`src/rtl/inst_fetch_stage.sv`:
```
// Instruction fetch stage: owns the PC, issues word fetches over req/gnt + rvalid and
// buffers returned words with their PC in an in-order queue presented to decode.
module inst_fetch_stage #(
    parameter logic [31:0] RESET_PC = 32'h0000_3000,
    parameter int          QDEPTH   = 4
) (
    input  logic        clk,
    input  logic        rst,
    output logic        imem_req,
    output logic [31:0] imem_addr,
    input  logic        imem_gnt,
    input  logic        imem_rvalid,
    input  logic [31:0] imem_rdata,
    input  logic        redirect_valid,
    input  logic [31:0] redirect_pc,
    output logic        id_valid,
    input  logic        id_ready,
    output logic [31:0] id_pc,
    output logic [31:0] id_instr
);

    localparam int PW = $clog2(QDEPTH);
    localparam int CW = PW + 1;
    localparam logic [CW:0] CAP = (CW+1)'(QDEPTH);

    logic [29:0]   pc;
    logic [CW-1:0] outstanding;
    logic [CW-1:0] drop;
    logic [CW-1:0] count;
    logic [PW-1:0] rd_ptr;
    logic [PW-1:0] wr_ptr;
    logic [31:0]   q_pc    [QDEPTH];
    logic [31:0]   q_instr [QDEPTH];

    logic          pop;
    logic          grant;
    logic          resp;
    logic          push;
    logic [CW:0]   credit_sum;
    logic [CW-1:0] live;
    logic [31:0]   pc_tag;
    logic [CW-1:0] count_after_pop;
    logic [PW-1:0] rd_next;
    logic          unused_bits;

    assign unused_bits = ^redirect_pc[1:0];

    assign pop        = id_valid & id_ready;
    assign credit_sum = {1'b0, outstanding} + {1'b0, count} - {{CW{1'b0}}, pop};
    assign imem_req   = (credit_sum < CAP) & ~redirect_valid & ~rst;
    assign imem_addr  = {pc, 2'b00};
    assign grant      = imem_req & imem_gnt;

    // A response with nothing outstanding is a protocol error and is ignored.
    assign resp = imem_rvalid & (outstanding != '0);
    assign push = resp & (drop == '0) & ~redirect_valid;

    // Live fetches occupy the PCs just below the current pc, oldest first.
    assign live   = outstanding - drop;
    assign pc_tag = {pc, 2'b00} - {{(30-CW){1'b0}}, live, 2'b00};

    assign count_after_pop = count - {{(CW-1){1'b0}}, pop};
    assign rd_next         = rd_ptr + {{(PW-1){1'b0}}, pop};
    assign id_valid        = (count != '0);

    always_ff @(posedge clk or posedge rst) begin
        if (rst) begin
            pc          <= RESET_PC[31:2];
            outstanding <= '0;
            drop        <= '0;
        end else begin
            if (redirect_valid) begin
                pc <= redirect_pc[31:2];
            end else if (grant) begin
                pc <= pc + 30'd1;
            end
            outstanding <= outstanding + CW'(grant) - CW'(resp);
            // On redirect every fetch still in flight is stale, whether or not it already was.
            if (redirect_valid) begin
                drop <= outstanding - CW'(resp);
            end else if (resp && (drop != '0)) begin
                drop <= drop - CW'(1);
            end
        end
    end

    always_ff @(posedge clk or posedge rst) begin
        if (rst) begin
            count    <= '0;
            rd_ptr   <= '0;
            wr_ptr   <= '0;
            id_pc    <= '0;
            id_instr <= '0;
        end else if (redirect_valid) begin
            count  <= '0;
            rd_ptr <= wr_ptr;
        end else begin
            count  <= count_after_pop + CW'(push);
            rd_ptr <= rd_next;
            if (push) begin
                wr_ptr <= wr_ptr + PW'(1);
            end
            // Output registers track the next head; they hold their value when the queue drains.
            if (count_after_pop != '0) begin
                id_pc    <= q_pc[rd_next];
                id_instr <= q_instr[rd_next];
            end else if (push) begin
                id_pc    <= pc_tag;
                id_instr <= imem_rdata;
            end
        end
    end

    always_ff @(posedge clk) begin
        if (push) begin
            q_pc[wr_ptr]    <= pc_tag;
            q_instr[wr_ptr] <= imem_rdata;
        end
    end

    rvalid_has_outstanding: assert property (
        @(posedge clk) disable iff (rst) imem_rvalid |-> (outstanding != '0)
    );

endmodule

```
`config.mk`:
```
export PLATFORM = sky130hd
export DESIGN_NAME = inst_fetch_stage
export DESIGN_NICKNAME = d
export VERILOG_FILES = /design/src/rtl/inst_fetch_stage.sv
export SDC_FILE = /design/constraint.sdc
export NUM_CORES = 1
export LEC_CHECK = 0
export BUFFER_PORTS_ARGS = -buffer_cell sky130_fd_sc_hd__buf_4
export CAP_MARGIN = 15
export CORE_MARGIN = 2
export CORE_UTILIZATION = 63
export CTS_CLUSTER_SIZE = 8
export DETAILED_ROUTE_END_ITERATION = 6
export GPL_TIMING_DRIVEN = 0
export PLACE_DENSITY = 0.95
export SLEW_MARGIN = 10
export SYNTH_ARGS = -nofsm -noshare
export SYNTH_HDL_FRONTEND = slang
export SYNTH_SLANG_ARGS = --single-unit
```
`constraint.sdc`:
```
create_clock -name clk -period 7.7 [get_ports clk]
set_input_delay 1.54 -clock clk [delete_from_list [all_inputs] [get_ports clk]]
set_output_delay 1.54 -clock clk [all_outputs]
set_load 0.01 [all_outputs]
```
==> impl_metrics.ini <==
[sta]
rsz0062_at_grt = no
period_needed_ns = 5.43
max_slew_margin_pct = 23.8
worst_slew_pin_slew_ns = 1.14
finalHoldViolCount = 0
finalCritPeriodShare_pct = 70.5
finalClockSkew_ns = 0.0106
slew_viol_final = 0
setup_violations = 0
fmax_mhz = 184
fin_setup_tns_ns = 0

[cts]
cts_buffer_depth = 3
postCtsSetupBuffers = 0
cts_made_buffers = 50
clkLatencyLatePin_ns = 0.55
root_buffer = clkbuf_16
clkTransAtPathRegs_ns = 0.05
cts_resized = 0
cts_hold_buf = 0
cts_max_level = 2
cts_tree = done
numClockSinks = 353

[die]
rows = 57
io_pins = 168
coreArea_um2 = 24200
floorplan.initialDensity_pct = 63.8
fp.dieArea_um2 = 25800
fp.dieH_um = 161
die_w_um = 161

[layout]
drive_above_1_share_pct = 23.5
final_area_um2 = 18700
area_growth_pct = 20.8
final_cell_mix = 248 x edfxtp_1, 165 x buf_4, 103 x dfrtp_1
antennaDiodeCount = 0
final_common_cell = edfxtp_1
n_fill_cell = 1346
final_nets = 1365

[grt]
grt_antenna_before_repair = 0
track_usage_pct = 32.7
grt_max_degree = 81
grt-ovfl-total = 0
grt_pass1_wl_um = 64100
grt_pass1_vias = 11162

[worst_hold_path]
hold_path_class = flop to flop

[logic_synthesis]
yosysTopAreaCell = edfxtp_1
synth_seq_cells = 353
synth_seq_area_share_pct = 65.1
netlist_area_um2 = 15500
synth-edff-count = 248
yosysTopAreaCellShare_pct = 48.1
yosys-top-cells-area = edfxtp_1 48%, dfrtp_1 17%, mux4_2 8.3%
yosysWarnings = 0
yosys_most_used_dff = edfxtp_1
syn_area_per_cell_um2 = 14.8
synth_cell_type_count = 60
syn-instance-count = 1048
synthArstFlopShare_pct = 29.7

[pwr]
ir_drop_mv = 0.356
p_per_area_nw_per_um2 = 467
power_leakage_uw = 0.00718

[worst_setup_path]
cp.required_ns = 6.16
crit_path_end = imem_req
worstSetupPathType = primary input to primary output
rr_startpoint = count[1]$_DFF_PP0_
startpoint = id_ready
crit_path_end_kind = primary output
r2r.worst_path.cells = 13
critPathMaxFanout = 10
reg2reg_slack_ns = 3.22
worstPathArrival_ns = 3.89
reg2reg_to = id_pc[11]$_DFFE_PP0P_
cp-start-kind = primary input

[place]
numPortBuffers = 160
gp_congestion = 0.883
post_dp_cell_area_um2 = 17200
hpwl_um = 26100

[drt]
drc = 0
drtPass1Iterations = 6
routedWlPerCell_um = 25.7
wirelength_um = 41900
viasPerCell = 6.57
route.antenna.remaining_nets = 0
drt-initial-drc-count = 1468
num_vias = 10724

[run]
drv_cap = 0

[outcome]
status = complete, no violations
==> flip-flops by register name, summed over array words and instances, names as in the netlist <==
name	count
rd_ptr	2
q_pc	120
count	3
drop	3
q_instr	128
id_instr	32
wr_ptr	2
outstanding	3
id_pc	30
pc	30
==> cells in the mapped netlist, drive strengths merged (19+ instances only) <==
master,number
clkbuf,56
mux4,57
mux2i,55
o21ai,64
nor2,26
nand2,83
inv,37
nand3,23
xnor2,20
edfxtp,248
nor3,19
ha,24
dfrtp,103
xor2,21
==> worst max-delay path, stage by stage <==
cell and delay, ns:
buf_4 0.07, and2_1 0.25, ha_1 0.22, inv_1 0.05
ha_1 0.26, and3b_1 0.18, nor3_1 0.25, clkbuf_1 0.40
nor2_1 0.08, a2111oi_0 0.37, buf_4 0.21
==> layout make-up <==
type                            instances  area (um^2)  share of cell area (%)
Sequential cell                       353        10100                    53.9
Multi-Input combinational cell        589         4970                    26.6
Clock buffer                           89         1420                    7.59
Timing Repair Buffer                  165         1330                    7.12
Tap cell                              324          405                    2.17
Buffer                                 72          315                    1.69
Inverter                               37          146                   0.783
Clock inverter                          3         37.5                   0.201
==> power by group <==
part	internal, uW	switching, uW
Clock	1240	815
Sequential	2430	202
Combinational	1680	2360
Total	5360	3380
==> cell families (layout without fill, tap and decap cells) <==
logic type      count (synthesis)  in the layout  share of synthesized area (%)
compound gates                156            156                           6.89
other cells                     1              4                         0.0242
fa+ha+maj                      27             27                           2.33
simple gates                  242            242                           8.04
flops                         353            353                           65.1
mux                           119            119                           12.4
xor+xnor                       41             41                           2.32
buf+inv                       109            366                           2.95
==> metrics by stage <==
step / hold WS (ns) / utilization, % / setup WS, ns / cells / total power, uW
final: 0.482 / 77.1 / 2.27 / 1632 / 8740
after global routing: 0.520 / 77.1 / 2.09 / 1632 / 9120
after CTS: 0.482 / 77.1 / 2.30 / 1632 / 8710
after detailed placement: 0.472 / 71.1 / 2.33 / 1540 / 6550
after global placement: 0.462 / 70.5 / 1.58 / 1535 / 6270
after floorplan: 0.516 / - / 2.76 / 1051 / 5250
==> worst min-delay path by stage <==
stage               cells after the start                     start                       end
floorplan                               2   id_instr[0]$_DFFE_PP0P_   id_instr[0]$_DFFE_PP0P_
global placement                        2  id_instr[10]$_DFFE_PP0P_  id_instr[10]$_DFFE_PP0P_
detailed placement                      2  id_instr[23]$_DFFE_PP0P_  id_instr[23]$_DFFE_PP0P_
CTS                                     2  id_instr[23]$_DFFE_PP0P_  id_instr[23]$_DFFE_PP0P_
finish                                  2  id_instr[23]$_DFFE_PP0P_  id_instr[23]$_DFFE_PP0P_
global route                            2  id_instr[23]$_DFFE_PP0P_  id_instr[23]$_DFFE_PP0P_
==> metal layers <==
metal | up-vias | GRT usage (%) | wire length [um]
met5 | - | 0 | 0
met4 | 0 | 12.6 | 1610
met3 | 146 | 6.95 | 4120
met2 | 790 | 55.8 | 21100
met1 | 5329 | 41.8 | 15100
li1 | 4459 | - | -
Note: power is estimated with default switching activity, not from simulation.
